<file path="src/rtl/lfsr_gen.sv">
// Parametrised Fibonacci LFSR with synchronous load, lock-up recovery and
// a measured-period output taken between successive SEED arrivals.
module lfsr_gen #(
  parameter int              WIDTH = 16,
  parameter logic [WIDTH-1:0] TAPS  = 16'hD008,
  parameter logic [WIDTH-1:0] SEED  = 16'h0145,
  parameter bit              XNOR  = 1'b1
) (
  input  logic             clk,
  input  logic             reset,
  input  logic             sh_en,
  input  logic             load,
  input  logic [WIDTH-1:0] load_val,
  output logic [WIDTH-1:0] q,
  output logic             max_tick,
  output logic             lockup,
  output logic [WIDTH-1:0] period,
  output logic             period_valid
);

  // The one state the feedback function maps onto itself.
  localparam logic [WIDTH-1:0] LOCK_STATE = XNOR ? {WIDTH{1'b1}} : {WIDTH{1'b0}};
  localparam logic [WIDTH-1:0] ALL_ONES   = {WIDTH{1'b1}};

  logic [WIDTH-1:0] q_reg, q_next;
  logic [WIDTH-1:0] step_cnt_reg, step_cnt_next;
  logic [WIDTH-1:0] period_reg, period_next;
  logic             max_tick_reg, max_tick_next;
  logic             lockup_reg, lockup_next;
  logic             period_valid_reg, period_valid_next;

  logic [WIDTH-1:0] tap_bits;
  logic [WIDTH-1:0] shifted;
  logic [WIDTH-1:0] step_inc;
  logic             fb;

  genvar gi;
  generate
    for (gi = 0; gi < WIDTH; gi++) begin : g_tap
      assign tap_bits[gi] = q_reg[gi] & TAPS[gi];
    end
  endgenerate

  assign fb       = (^tap_bits) ^ XNOR;
  assign shifted  = {q_reg[WIDTH-2:0], fb};
  assign step_inc = (step_cnt_reg == ALL_ONES) ? step_cnt_reg : step_cnt_reg + WIDTH'(1);

  always_comb begin
    q_next            = q_reg;
    step_cnt_next     = step_cnt_reg;
    period_next       = period_reg;
    period_valid_next = period_valid_reg;
    max_tick_next     = 1'b0;
    lockup_next       = 1'b0;
    if (load) begin
      q_next            = load_val;
      step_cnt_next     = '0;
      period_valid_next = 1'b0;
    end else if (sh_en) begin
      if (q_reg == LOCK_STATE) begin
        // Recovery restarts the count but keeps the last good measurement.
        q_next        = SEED;
        lockup_next   = 1'b1;
        step_cnt_next = '0;
      end else begin
        q_next = shifted;
        if (shifted == SEED) begin
          max_tick_next     = 1'b1;
          period_next       = step_inc;
          period_valid_next = 1'b1;
          step_cnt_next     = '0;
        end else begin
          step_cnt_next = step_inc;
        end
      end
    end
  end

  always_ff @(posedge clk or posedge reset) begin
    if (reset) begin
      q_reg            <= SEED;
      step_cnt_reg     <= '0;
      period_reg       <= '0;
      period_valid_reg <= 1'b0;
      max_tick_reg     <= 1'b0;
      lockup_reg       <= 1'b0;
    end else begin
      q_reg            <= q_next;
      step_cnt_reg     <= step_cnt_next;
      period_reg       <= period_next;
      period_valid_reg <= period_valid_next;
      max_tick_reg     <= max_tick_next;
      lockup_reg       <= lockup_next;
    end
  end

  assign q            = q_reg;
  assign max_tick     = max_tick_reg;
  assign lockup       = lockup_reg;
  assign period       = period_reg;
  assign period_valid = period_valid_reg;

endmodule

</file>
<file path="config.mk">
export PLATFORM = sky130hd
export DESIGN_NAME = lfsr_gen
export DESIGN_NICKNAME = d
export VERILOG_FILES = /design/src/rtl/lfsr_gen.sv
export SDC_FILE = /design/constraint.sdc
export NUM_CORES = 1
export LEC_CHECK = 0
export BUFFER_PORTS_ARGS = -buffer_cell sky130_fd_sc_hd__buf_2
export CAP_MARGIN = 20
export CORE_MARGIN = 3
export CORE_UTILIZATION = 57
export CTS_BUF_LIST = sky130_fd_sc_hd__clkbuf_4
export CTS_CLUSTER_SIZE = 20
export DETAILED_ROUTE_END_ITERATION = 16
export PLACE_DENSITY = 0.83
export REMOVE_ABC_BUFFERS = 1
export SLEW_MARGIN = 20
export SYNTH_ARGS = -nofsm -noshare
export SYNTH_HDL_FRONTEND = slang
export SYNTH_SLANG_ARGS = --single-unit
export TNS_END_PERCENT = 100
</file>
<file path="constraint.sdc">
create_clock -name clk -period 4.2 [get_ports clk]
set_input_delay 0.42 -clock clk [delete_from_list [all_inputs] [get_ports clk]]
set_output_delay 0.42 -clock clk [all_outputs]
set_load 0.1 [all_outputs]
</file>
# [Word-level counts from Yosys, hierarchy flattened]
# Cells that the tools add are included.
[classes] add_sub_neg=1 n_eq_ne=4 n_mux=19 bitwise_logic=3 reduce_logical=5
[op_table] op="16-bit 2-to-1 mux" n=8
[op_table] op="16-bit equality test (second input constant)" n=2
[op_table] op="16-bit by 1-bit adder with 16-bit output (second input constant)" n=1
[op_table] op="16-bit by 9-bit equality test with 1-bit output (second input constant)" n=1
[op_table] op="16-bit XOR reduction" n=1
[op_table] op="1-bit 2-to-1 mux" n=11
[op_table] op="4-bit AND reduction" n=1
[op_table] op="2-bit nonzero test" n=2
[op_table] op="1-bit inverter" n=3
[op_table] op="3-bit AND reduction" n=1
[op_table] op="2-bit inequality test (second input constant)" n=1
[word_totals] ff_bits=51 output_inout_bits=35

# [Longest topological paths before layout]
[logic_depth] depth_word=7 depth_mapped=9 mapped_depth_nobuf=6

# [Worst setup path after synthesis]
# Ideal clock, no wire load.
[synth_timing] path_type="flip-flop to flip-flop" start="register q_reg[14] (netlist: q[14])" end="register step_cnt_reg[4]" setup_time_ns=0.121 arrival_time_ns=2.631 t_required_ns=4.079 path_slack_ns=1.448 path_stages_with_launch=9 path_buffers=3 path_cell_list="dfrtp_1 ha_1 nand4_1 or4_1 clkbuf_1 o211a_1 buf_2 buf_2 a22o_1"
[synth_between] elab_chain_len=7 word_cells_on_any_way=8
[synth_lines] element="start, declared" line="25" source="logic [WIDTH-1:0] q_reg, q_next;"
[synth_lines] element="start signal, assigned" line="88" source="q_reg <= q_next;"
[synth_lines] element="16-bit XOR reduction" line="44" source="assign fb = (^tap_bits) ^ XNOR;"
[synth_lines] element="1-bit inverter (no line)"
[synth_lines] element="16-bit by 9-bit equality test with 1-bit output" line="67" source="if (shifted == SEED) begin"
[synth_lines] element="16-bit 2-to-1 mux" line="67"
[synth_lines] element="16-bit 2-to-1 mux (*)" line="60" source="if (q_reg == LOCK_STATE) begin"
[synth_lines] element="16-bit 2-to-1 mux (*)" line="59" source="end else if (sh_en) begin"
[synth_lines] element="16-bit 2-to-1 mux (*)" line="55" source="if (load) begin"
[synth_lines] element="end signal, assigned" line="89" source="step_cnt_reg <= step_cnt_next;"
[synth_lines] element="end, declared" line="26" source="logic [WIDTH-1:0] step_cnt_reg, step_cnt_next;"
# Every way passes the cells marked *; elsewhere a longest branch is shown, timed or not. The select of a mux whose other input is x is not followed.
# A chain may end at the register's enable or synchronous reset.

# [Final worst setup path]
[layout_timing] start="register q_reg[14] (netlist: q[14])" end="register step_cnt_reg[13]"
# Same word-level chain as after synthesis.

==> impl_metrics.toml <==
[run_status]
outcome = "finished clean"

[placed_design]
placed_area_um2 = 2990
dp_hpwl_mm = 4.15
gp_congestion = 0.848
port_buffers = 54

[floorplanning]
io_pins = 55
dieArea_um2 = 5660
start_util_pct = 61.0
rows = 24
die_w_um = 75.2
core_area_um2 = 4470
die_y_um = 75.2

[clock_tree]
cts.sinks = 51
cts_setup_buffers = 0
cts_tree = "built"
path_clk_slew_ns = 0.13
clockRootBuffer = "clkbuf_4"
cts_resized = 0
cts_hold_buf = 0
clk_latency_ns = 0.38
clockBufferDepth = 2
h-tree-depth = 2
cts_inserted_buffers = 5

[routing]
post-route-drc-count = 0
first_iter_violations = 255
ant_nets = 0
drt-total-wl_mm = 6.13
vias = 2379
routed_via_density = 5.98
dr.pass1.iters = 6
wl_per_cell_um = 15.4

[final_layout]
fill_cells = 372
drive_gt1_share_pct = 24.3
syn2layout_area_growth_pct = 11.6
insertedDiodeCount = 0
nets = 367
design_area_um2 = 3050

[logic_synthesis]
synth-edff-count = 0
synth_area_leaders = "dfrtp_1, o21ai_0, a21oi_1"
synthTopCellsByCount = "dfrtp_1, nand2_1, nor2_1, o21ai_0, a21oi_1"
seq_area_frac_synth_pct = 46.9
netlist_area_um2 = 2730
async_reset_ff_share_pct = 100
yosysWarningCount = 0
synth.avg_cell_area_um2 = 9.04
synth_top_area_share_pct = 43.1
ys.flop_type = "dfrtp_1"
synthCells = 302
yosys.area.top_type = "dfrtp_1"
synth_most_common_cell = "dfrtp_1"
ys_types = 50
synth_seq_cells = 51

[setup_path]
arrival_ns = 2.84
path_class = "register to register"
r2r_cells = 6
r2r_slack_ns = 1.62
required_ns = 4.47
crit_chain = "ha_1 > nand4_1 > or4_1 > o211a_1 > a41oi_1 > a21oi_1"
r2r_start = "q[14]$_DFFE_PP0P_"
cpPeakStageDelay_ns = 0.79
worst_setup_path_end_kind = "register"
cp_max_fo = 29
start_kind = "register"
crit_path_top_delay_cell = "or4_1"
reg2reg_to = "step_cnt_reg[13]$_DFFE_PP0P_"

[worst_hold_path]
hold_path.class = "primary input to asynchronous set/reset pin"

[global_routing]
grt_max_degree = 52
antenna_found_initial = 0
globalRouteTotalUtil_pct = 22.8
grt_pass1_vias = 2146
grt_pass1_wl_mm = 9.98
grt_overflow = 0

[pwr]
power.density_nw_per_um2 = 377
ir_drop_mv = 0.303
p_leak_nw = 1.37

[timing]
min_period_ns = 2.58
setup_violations = 0
hold_violations = 0
fin_tns_setup_ns = 0
fin_crit_sh_pct = 61.4
maxSlewViolCount = 0
holdWs_ns = 0.179
finClkSkew_ns = 0.00779
worst_pin_slew_ns = 0.873
grt_setup_unrepaired = "false"
fmax_mhz = 388
relSlewSlack_pct = 41.7

[job]
max_cap_violations = 0
placed cells by master, fill, tap and decap left out, drive strengths merged, types with 4 or more instances in the layout:
cell    instances
inv             9
nor2b          12
nand4           9
nor2           28
xnor2           5
o21ai          27
nand3          16
a31oi          16
buf            55
nor3            7
xor2            5
mux2i           5
a21oi          24
nand2          27
dfstp           4
dfrtp          47
clkbuf          8
o211ai          6
per-layer routing:
| layer | global-route usage, % | vias up | share of wire (%) |
|---|---|---|---|
| met2 | 34.6 | 85 | 47 |
| met1 | 33.5 | 1119 | 47 |
| met4 | 7.38 | 0 | 1.1 |
| met3 | 3.74 | 5 | 5.6 |
| li1 | - | 1170 | - |
| met5 | 0 | - | 0 |
metrics by stage:
stage	utilization, %	setup slack, ns	total power (W)	cells
detailed placement	66.8	1.68	0.000918	390
global placement	66.8	1.71	0.000911	390
CTS	68.1	1.65	0.00115	398
floorplan	-	0.365	0.000842	283
global route	68.1	1.51	0.00121	398
finish	68.1	1.62	0.00115	398
critical path: cells and delay by family (launching register included):
kind | cells | cell delay [ns]
adders and majority gates | 1 | 0.17
AOI/OAI and AO/OA | 3 | 1.00
DFF | 1 | 0.43
and+or+nand+nor | 2 | 0.88
power by group:
group	total, W	internal (W)	switching (W)
logic	0.000327	0.0000752	0.000252
clock network	0.000236	0.0000864	0.000149
registers	0.000586	0.000530	0.0000553
worst max-delay path by stage:
stage | depth (start not counted) | slack [ns] | startpoint | end
after detailed placement | 6 | 1.68 | q[14]$_DFFE_PP0P_ | step_cnt_reg[4]$_DFFE_PP0P_
after floorplan | 5 | 0.37 | q[14]$_DFFE_PP0P_ | period[0]$_DFFE_PP0P_
after global placement | 5 | 1.71 | q[0]$_DFFE_PP1P_ | step_cnt_reg[4]$_DFFE_PP0P_
after CTS | 6 | 1.65 | q[14]$_DFFE_PP0P_ | step_cnt_reg[4]$_DFFE_PP0P_
after global routing | 6 | 1.51 | q[14]$_DFFE_PP0P_ | step_cnt_reg[4]$_DFFE_PP0P_
final | 6 | 1.62 | q[14]$_DFFE_PP0P_ | step_cnt_reg[13]$_DFFE_PP0P_
kinds of logic (layout without fill, tap and decap cells):
| logic type | after synthesis | count (layout) | synth area share, % |
|---|---|---|---|
| buffers and inverters | 29 | 73 | 4.72 |
| XOR/XNOR | 10 | 10 | 3.21 |
| AO/OA/AOI/OAI | 84 | 84 | 18.4 |
| AND/OR/NAND/NOR | 118 | 118 | 22.7 |
| multiplexers | 8 | 8 | 3.07 |
| flip-flops | 51 | 51 | 46.9 |
| adder cells (fa/ha/maj) | 2 | 2 | 0.916 |
cell type report:
type                       count  area, um2  area share (%)
multi-input combinational    222       1330            43.5
inverter                      10       38.8            1.27
sequential                    51       1280            42.0
clock buffer                   8       60.1            1.97
timing repair buffer          55        278            9.11
tap                           52       65.1            2.13
No activity file was read; power rests on OpenSTA's default activity.
